--- src/rtl/conv_pkg.sv ---
`default_nettype none
// ============================================================================
// Module      : conv_pkg
// Description : Shared definitions for the UART convolution frame sequencer.
//               Provides the FSM state encoding, default geometry
//               and the expected number of valid windows per frame.
// Revision    : 1.0 - initial release
// ============================================================================
package conv_pkg;

    // State encodings are visible on the state port (LEDs/debug).
    typedef enum logic [2:0] {
        ST_IDLE   = 3'd0,
        ST_KERNEL = 3'd1,
        ST_PIXEL  = 3'd2,
        ST_DRAIN  = 3'd3,
        ST_DONE   = 3'd4
    } conv_state_e;

    localparam int unsigned CONV_IMG_W    = 502;
    localparam int unsigned CONV_IMG_H    = 502;
    localparam int unsigned CONV_K        = 3;
    localparam int unsigned CONV_IDLE_CYC = 16;

    // Number of KxK windows fully inside a WxH image.
    function automatic int unsigned conv_out_cnt(input int unsigned w,
                                                 input int unsigned h,
                                                 input int unsigned k);
        return (w - k + 1) * (h - k + 1);
    endfunction

    localparam int unsigned CONV_OUT_CNT = conv_out_cnt(CONV_IMG_W, CONV_IMG_H, CONV_K);

endpackage
`default_nettype wire

--- src/rtl/conv_pos_tracker.sv ---
`default_nettype none
// ============================================================================
// Module      : conv_pos_tracker
// Description : Row/column position of the pixel currently being received.
//               Flags whether that pixel closes a KxK window fully inside
//               the image, and whether it is the last pixel of the frame.
// Ports       : clk, rst      - clock, asynchronous active-high reset
//               advance       - one accepted pixel (advances position)
//               win_valid     - current (pre-increment) position closes a
//                               complete window
//               last_pix      - current position is the final pixel
// Revision    : 1.0 - initial release
// ============================================================================
module conv_pos_tracker
    import conv_pkg::*;
#(
    parameter int unsigned IMG_W = CONV_IMG_W,
    parameter int unsigned IMG_H = CONV_IMG_H,
    parameter int unsigned K     = CONV_K
) (
    input  logic clk,
    input  logic rst,
    input  logic advance,
    output logic win_valid,
    output logic last_pix
);

    localparam int unsigned COL_W = (IMG_W > 1) ? $clog2(IMG_W) : 1;
    localparam int unsigned ROW_W = (IMG_H > 1) ? $clog2(IMG_H) : 1;

    localparam logic [COL_W-1:0] c_col_last = COL_W'(IMG_W - 1);
    localparam logic [ROW_W-1:0] c_row_last = ROW_W'(IMG_H - 1);

    logic [COL_W-1:0] col_q, col_d;
    logic [ROW_W-1:0] row_q, row_d;

    always_ff @(posedge clk or posedge rst) begin
        if (rst) begin
            col_q <= '0;
            row_q <= '0;
        end else begin
            col_q <= col_d;
            row_q <= row_d;
        end
    end

    // Raster-order advance; the final pixel wraps both counters back to 0.
    always_comb begin
        col_d = col_q;
        row_d = row_q;
        if (advance) begin
            if (col_q == c_col_last) begin
                col_d = '0;
                row_d = (row_q == c_row_last) ? '0 : row_q + ROW_W'(1);
            end else begin
                col_d = col_q + COL_W'(1);
            end
        end
    end

    assign last_pix = (row_q == c_row_last) && (col_q == c_col_last);

    // With a 1x1 kernel every pixel is its own complete window.
    if (K == 1) begin : g_k1
        assign win_valid = 1'b1;
    end else begin : g_kn
        localparam logic [COL_W-1:0] c_col_min = COL_W'(K - 1);
        localparam logic [ROW_W-1:0] c_row_min = ROW_W'(K - 1);
        assign win_valid = (row_q >= c_row_min) && (col_q >= c_col_min);
    end

endmodule
`default_nettype wire

--- src/rtl/conv_frame_ctrl.sv ---
`default_nettype none
// ============================================================================
// Module      : conv_frame_ctrl
// Description : Frame sequencer for the UART convolution datapath. Arms on
//               an idle rx line, enables kernel then pixel reception,
//               strobes the calculator per pixel and the sender only for
//               windows fully inside the image, then drains and reports
//               completion. Flags strobes issued while the sender is busy.
// Ports       : clk, rst     - clock, asynchronous active-high reset
//               rx           - raw UART line (idle detection only)
//               kernel_done  - all kernel coefficients received
//               pix_valid    - new pixel byte pulse
//               send_busy    - sender has a byte in flight
//               kernel_we    - kernel receiver enable
//               pixel_we     - pixel receiver enable
//               cal_we       - shift/calc strobe (combinational)
//               send_we      - sender strobe, one cycle per valid window
//               frame_done   - sticky frame-complete flag
//               overrun      - sticky: send_we seen while send_busy
//               state        - FSM state for LEDs/debug
// Revision    : 1.0 - initial release
// ============================================================================
module conv_frame_ctrl
    import conv_pkg::*;
#(
    parameter int unsigned IMG_W    = CONV_IMG_W,
    parameter int unsigned IMG_H    = CONV_IMG_H,
    parameter int unsigned K        = CONV_K,
    parameter int unsigned IDLE_CYC = CONV_IDLE_CYC
) (
    input  logic       clk,
    input  logic       rst,
    input  logic       rx,
    input  logic       kernel_done,
    input  logic       pix_valid,
    input  logic       send_busy,
    output logic       kernel_we,
    output logic       pixel_we,
    output logic       cal_we,
    output logic       send_we,
    output logic       frame_done,
    output logic       overrun,
    output logic [2:0] state
);

    localparam int unsigned IDLE_W = (IDLE_CYC > 1) ? $clog2(IDLE_CYC) : 1;
    localparam logic [IDLE_W-1:0] c_idle_last = IDLE_W'(IDLE_CYC - 1);

    conv_state_e       state_q, state_d;
    logic [IDLE_W-1:0] idle_cnt_q, idle_cnt_d;
    logic              kernel_we_q, kernel_we_d;
    logic              pixel_we_q, pixel_we_d;
    logic              send_we_q, send_we_d;
    logic              frame_done_q, frame_done_d;
    logic              overrun_q, overrun_d;
    logic [31:0]       out_cnt_q, out_cnt_d;

    logic pix_accept;
    logic win_valid;
    logic last_pix;

    // Pixels are only counted while the pixel receiver is enabled.
    assign pix_accept = pix_valid && (state_q == ST_PIXEL);

    conv_pos_tracker #(
        .IMG_W (IMG_W),
        .IMG_H (IMG_H),
        .K     (K)
    ) u_pos (
        .clk       (clk),
        .rst       (rst),
        .advance   (pix_accept),
        .win_valid (win_valid),
        .last_pix  (last_pix)
    );

    always_ff @(posedge clk or posedge rst) begin
        if (rst) begin
            state_q      <= ST_IDLE;
            idle_cnt_q   <= '0;
            kernel_we_q  <= 1'b0;
            pixel_we_q   <= 1'b0;
            send_we_q    <= 1'b0;
            frame_done_q <= 1'b0;
            overrun_q    <= 1'b0;
            out_cnt_q    <= '0;
        end else begin
            state_q      <= state_d;
            idle_cnt_q   <= idle_cnt_d;
            kernel_we_q  <= kernel_we_d;
            pixel_we_q   <= pixel_we_d;
            send_we_q    <= send_we_d;
            frame_done_q <= frame_done_d;
            overrun_q    <= overrun_d;
            out_cnt_q    <= out_cnt_d;
        end
    end

    always_comb begin
        state_d    = state_q;
        idle_cnt_d = '0;

        case (state_q)
            ST_IDLE: begin
                // Any low sample restarts the idle-line run.
                if (rx) begin
                    if (idle_cnt_q == c_idle_last) begin
                        state_d = ST_KERNEL;
                    end else begin
                        idle_cnt_d = idle_cnt_q + IDLE_W'(1);
                    end
                end
            end
            ST_KERNEL: begin
                if (kernel_done) begin
                    state_d = ST_PIXEL;
                end
            end
            ST_PIXEL: begin
                if (pix_accept && last_pix) begin
                    state_d = ST_DRAIN;
                end
            end
            ST_DRAIN: begin
                // The final window's strobe may still be in its register.
                if (!send_busy && !send_we_q) begin
                    state_d = ST_DONE;
                end
            end
            ST_DONE: begin
                state_d = ST_DONE;
            end
            default: begin
                state_d = ST_IDLE;
            end
        endcase

        // Enables are registered from the next state so they line up with it.
        kernel_we_d  = (state_d == ST_KERNEL);
        pixel_we_d   = (state_d == ST_PIXEL);
        send_we_d    = pix_accept && win_valid;
        frame_done_d = frame_done_q || (state_d == ST_DONE);
        // The strobe is not suppressed; the sender decides whether to drop it.
        overrun_d    = overrun_q || (send_we_q && send_busy);
        out_cnt_d    = out_cnt_q + 32'(send_we_q);
    end

    assign kernel_we  = kernel_we_q;
    assign pixel_we   = pixel_we_q;
    assign cal_we     = pix_accept;
    assign send_we    = send_we_q;
    assign frame_done = frame_done_q;
    assign overrun    = overrun_q;
    assign state      = state_q;

endmodule
`default_nettype wire

--- config.mk ---
export PLATFORM = sky130hd
export DESIGN_NAME = conv_frame_ctrl
export DESIGN_NICKNAME = d
export VERILOG_FILES = /design/src/rtl/conv_pkg.sv /design/src/rtl/conv_pos_tracker.sv /design/src/rtl/conv_frame_ctrl.sv
export SDC_FILE = /design/constraint.sdc
export NUM_CORES = 1
export LEC_CHECK = 0
export ABC_CLOCK_PERIOD_IN_PS = 3700
export BUFFER_PORTS_ARGS = -buffer_cell sky130_fd_sc_hd__buf_2
export CAP_MARGIN = 40
export CORE_MARGIN = 5
export CORE_UTILIZATION = 55
export DETAILED_ROUTE_END_ITERATION = 8
export MAX_ROUTING_LAYER = met4
export PLACE_DENSITY = 0.87
export SYNTH_ARGS = -nofsm -noshare
export SYNTH_HDL_FRONTEND = slang
export SYNTH_HIERARCHICAL = 1
export SYNTH_SLANG_ARGS = --single-unit
--- constraint.sdc ---
create_clock -name clk -period 3.7 [get_ports clk]
set_input_delay 0.555 -clock clk [delete_from_list [all_inputs] [get_ports clk]]
set_output_delay 0.555 -clock clk [all_outputs]
set_load 0.05 [all_outputs]
---- Yosys cells after proc, flatten, opt, wreduce, memory -nomap -nowiden ----
Index checks and enable logic that the tools add are counted.
operators by class
  add/sub/neg operators ................... 3
  multipliers ............................. 0
  divide/modulo/power cells ............... 0
  magnitude comparators ................... 2
  equality and inequality tests ........... 10
  shift operators ......................... 0
  mux-type cells .......................... 11
  bitwise operators ....................... 0
  reduce and logical (&&, ||, !) cells .... 13
operators by type and width
  kind                                                  count
  adder 9 x 1 -> 9 bit (second input constant)          2
  == test 9 bit (second input constant)                 2
  >= comparator 9 x 2 -> 1 bit (second input constant)  2
  2-to-1 mux 9 bit                                      2
  2-to-1 mux 3 bit                                      5
  case mux 3 bit (5 select lines)                       1
  2-to-1 mux 4 bit                                      3
  == test 3 x 2 -> 1 bit (second input constant)        3
  logical AND 1 bit                                     7
  == test 3 x 1 -> 1 bit (second input constant)        2
  == test 3 bit (second input constant)                 2
  adder 4 x 1 -> 4 bit (second input constant)          1
  == test 4 bit (second input constant)                 1
  logical NOT 3 bit                                     1
  logical NOT 1 bit                                     2
  logical OR 1 bit                                      2
  AND reduction 2 bit                                   1
word-level totals
  bits in registers ....................... 30
  bits in latches ......................... 0
  memory bits (writable) .................. 0
  ROM bits ................................ 0
  bits of input ports ..................... 6
  output and inout port bits .............. 9
  logic and storage cells ................. 48
  memories ................................ 0

---- Depth between registers and ports, before layout ----
  word-level depth ........................ 7
  gate-level depth with buffers ........... 7
  gate-level depth less buffers ........... 7

---- Hierarchy ----
Netlist, hierarchy kept.
modules (own cells, without submodules)
  module            times used  cells an instance  area an instance (µm²)
  conv_pos_tracker  1           115                1059.8
  conv_frame_ctrl   1           40                 504.2

---- Worst setup path before layout ----
Ideal clock, no wire load.
  path type ............................... register to register
  start point ............................. register state_q[1], in the netlist state[1]
  end point ............................... register u_pos.row_q[5]
  setup time .............................. 0.083 ns
  arrival time ............................ 3.892 ns
  setup slack ............................. -0.275 ns
  cell stages (with the launch flop) ...... 7
  path through ............................ dfrtp_1 > nor4bb_1 > buf_6 > nand2_1 > or4_4 > or4_1 > o21ai_0
between the ends
  word-level cells in the longest chain between the ends .. 3
RTL lines
  what                                  RTL line                RTL
  start: declaration                    conv_frame_ctrl.sv:49   conv_state_e state_q, state_d;
  start signal: assignment              conv_frame_ctrl.sv:88   state_q <= state_d;
  == test 3 x 2 -> 1 bit                conv_frame_ctrl.sv:63   assign pix_accept = pix_valid && (state_q == ST_PIXEL);
  logical AND 1 bit                     conv_frame_ctrl.sv:63
  named net cal_we                      conv_frame_ctrl.sv:39   output logic cal_we,
  AND reduction 2 bit (no source line)  -
  end signal: assignment                conv_pos_tracker.sv:43  row_q <= row_d;
  end: declaration                      conv_pos_tracker.sv:35  logic [ROW_W-1:0] row_q, row_d;
The timed path passes the listed nets, and every way through them passes these cells.
A chain may end at the register's enable or synchronous reset.

---- Worst setup path after layout ----
  start point ............................. register state_q[0], in the netlist state[0]
  end point ............................... register u_pos.row_q[2]
between the ends
  word-level cells in the longest chain between the ends .. 3
RTL lines
  what                                  RTL line
  == test 3 x 2 -> 1 bit                conv_frame_ctrl.sv:63
  logical AND 1 bit                     conv_frame_ctrl.sv:63
  AND reduction 2 bit (no source line)  -
No other way between the ends.

==> run summary <==
Status: complete, no violations
Critical path arrival: 2.72 ns
Peak VDD IR: 0.471 mV
Max Cap Viol: 0
Via Count: 1,210
Worst hold slack: 0.225 ns
Mux cell area share after synthesis: 0%
CTS H-Tree Depth: 2
Family with the most delay on the worst path: simple AND/OR/NAND/NOR gates
RSZ-0062 raised after global routing: false
Post-DR vias/cell: 5.87
CP max FO: 11
Post-Synthesis Cell Area: 1560 µm²
Fraction of layout cells with a size suffix above 1: 18.9%
Clk pin slew, worst setup/hold paths: 0.10 ns
LEAKAGE: 0.832 nW
CTS root buffer: clkbuf_4
# rows: 19
Starting Density: 57.2%
Total gr overflow: 0
Ports: 15
Post-Synth Simple-Gate Area: 26.6%
Synth Area in Adders: 5.60%
Worst skew pair latency: 0.33 ns
Fin Setup TNS: 0 ns
Switch share: 33.5%
Vias in the first global route: 1,166
Psw: 0.287 mW
Layout area overhead: 11.0%
CTS tree: yes
Initial antenna violation count: 0
CP bufs+invs: 2
Most used flip-flop cell after synthesis: dfrtp_1
DR pass1 iterations: 4
Max_slew headroom: 46.8%
Largest net degree at the start of global routing: 19
Ys async rst share: 100%
Synthesis-stage register bit count: 30
Power per standard cell area: 494 nW/µm²
Total GRT Usage: 16.3%
Overall die height: 63.3 µm
Synth area leaders: dfrtp_1 (48%), ha_1 (5.6%), o21ai_0 (4.5%)
Crit Path Class: reg2reg
Yosys warning total: 6
Period utilization: 67.2%
Stages on worst setup path: 7
Worst EP required: 3.94 ns
Crit end category: flop
Cells after synthesis: 155
Int Pwr: 0.570 mW
Count leader, synth: dfrtp_1
Gpl congestion: 0.950
Sequential share of the synthesized area: 48.0%
Clk_skew: 0.00934 ns
Fillers: 209
# Post-CTS Setup Buffers: 0
Post-DRT Antenna Nets: 0
Post-CTS Hold Buffers: 0
Core ar.: 2730 µm²
Largest stage delay, worst path: 0.70 ns
Syn Area/Cell: 10.1 µm²
CP dominant cell by count: buf_4
Area of the multi-input gates: 747 µm²
Combinational Power Share: 19.7%
DP Worst Slack: 1.12 ns
Post-cts repair resize count: 0
Final setup vio count: 0
Die X: 63.3 µm
First-pass GRT wire length: 5150 µm
Slew Limit Fails: 0
Crit path cell chain: nor4bb_2 -> buf_4 -> nand2_1 -> nor4_1 -> buf_4 -> o21ai_0 -> a21o_1
Worst hold-check path type: in2async
XOR/XNOR share of the synthesized area: 3.92%
Largest family of logic cells by synthesized area: simple AND/OR/NAND/NOR gates
Total power draw: 0.857 mW
Cell with the largest stage delay on the worst path: nor4_1
Final Util: 63.5%
IO Port Bufs: 14
Final WL: 2960 µm
Post-synth top area cell: dfrtp_1
Final WS setup: 1.21 ns
FF-to-FF path depth: 7
Worst setup SP type: flop
Area share of the largest cell type after synthesis: 48.0%
FF/Latch Area: 751 µm²
Clock Sinks: 30
Slew @ Worst Pin: 0.790 ns
Number of enable flip-flop cells after synthesis: 0
Syn_nets: 168
Final #Nets: 187
Post-DR wirelength/cell: 14.4 µm
Top cells by count, synth: dfrtp_1 (30), o21ai_0 (14), nor2_1 (12)
Max clock buf depth: 2
Clock power frac: 30.1%
Compound-gate portion of the synthesized area: 11.2%
Diodes inserted: 0
Post-DP HPWL: 2140 µm
Residual DRC count: 0
CTS Buf Count: 5
Final min period: 2.49 ns
Die area: 4010 µm²
Endpoints failing hold: 0
DR iter-0 viols: 56
Maximum clock frequency: 402 MHz
Netlist cell types: 43
Flop pwr share: 50.2%
-- per-stage QoR --
stage	area, µm²	cells
CTS	1740	206
detailed placement	1660	198
global placement	1660	198
global route	1740	206
floorplan	1570	155
finish	1740	206
-- final cells by class --
| cell class | count | area share (%) |
|---|---|---|
| Timing Repair Buffer | 16 | 4.90 |
| Multi-Input combinational cell | 111 | 43.0 |
| Tap cell | 31 | 2.23 |
| Clock buffer | 5 | 2.16 |
| Inverter | 10 | 2.16 |
| Sequential cell | 30 | 43.2 |
| Clock inverter | 3 | 2.31 |
-- cells in the final DEF (no fill, tap or decap), types with 3 or more instances in the layout --
cell type	Yosys	layout
dfrtp_1	30	30
buf_2	1	14
o21ai_0	14	14
nor2_1	12	12
inv_1	10	10
nand2_1	9	9
nand3_1	8	8
a21oi_1	7	7
ha_1	7	7
clkbuf_4	0	5
xor2_1	4	4
or3_1	4	4
nor3_1	4	4
xnor2_1	3	3
a21o_1	3	3
nor4_1	3	3
nand4_1	3	3
-- sequential cells by signal, indices dropped and copies added, names as in the netlist --
signal	flops
frame_done	1
idle_cnt_q	4
kernel_we	1
overrun	1
pixel_we	1
send_we	1
state	3
u_pos/col_q	9
u_pos/row_q	9
-- power groups by stage --
stage | clock network, mW | registers [mW] | logic [mW]
final | 0.258 | 0.431 | 0.169
after global routing | 0.285 | 0.437 | 0.190
after CTS | 0.264 | 0.429 | 0.171
after detailed placement | 0 | 0.434 | 0.168
after global placement | 0 | 0.430 | 0.166
after floorplan | 0 | 0.449 | 0.110
-- logic make-up (layout without fill, tap and decap cells) --
logic type / after synthesis / after routing
and+or+nand+nor: 68 / 68
DFF: 30 / 30
AOI/OAI and AO/OA: 29 / 29
buffers and inverters: 14 / 34
adders and majority gates: 7 / 7
xor gates and xnor gates: 7 / 7
-- final timing paths --
| check | from | slack, ns | endpoint |
|---|---|---|---|
| worst min register to register | frame_done | 0.47 | frame_done |
| worst min-delay path | rst | 0.23 | pixel_we |
| min in group clk | send_busy | 0.44 | overrun |
| max in group asynchronous | rst | 2.96 | u_pos/col_q[4] |
| worst max register to register | state[0] | 1.21 | u_pos/row_q[2] |
| worst max-delay path | state[0] | 1.21 | u_pos/row_q[2] |
-- per-layer routing --
metal  wire length (µm)  GRT usage (%)  share of wire, %
met3                156           4.62               5.3
met4                 76           7.79               2.6
met1               1300           18.6                44
met5                  0              -                 0
met2               1420           26.4                48
(Power assumes the default switching activity.)
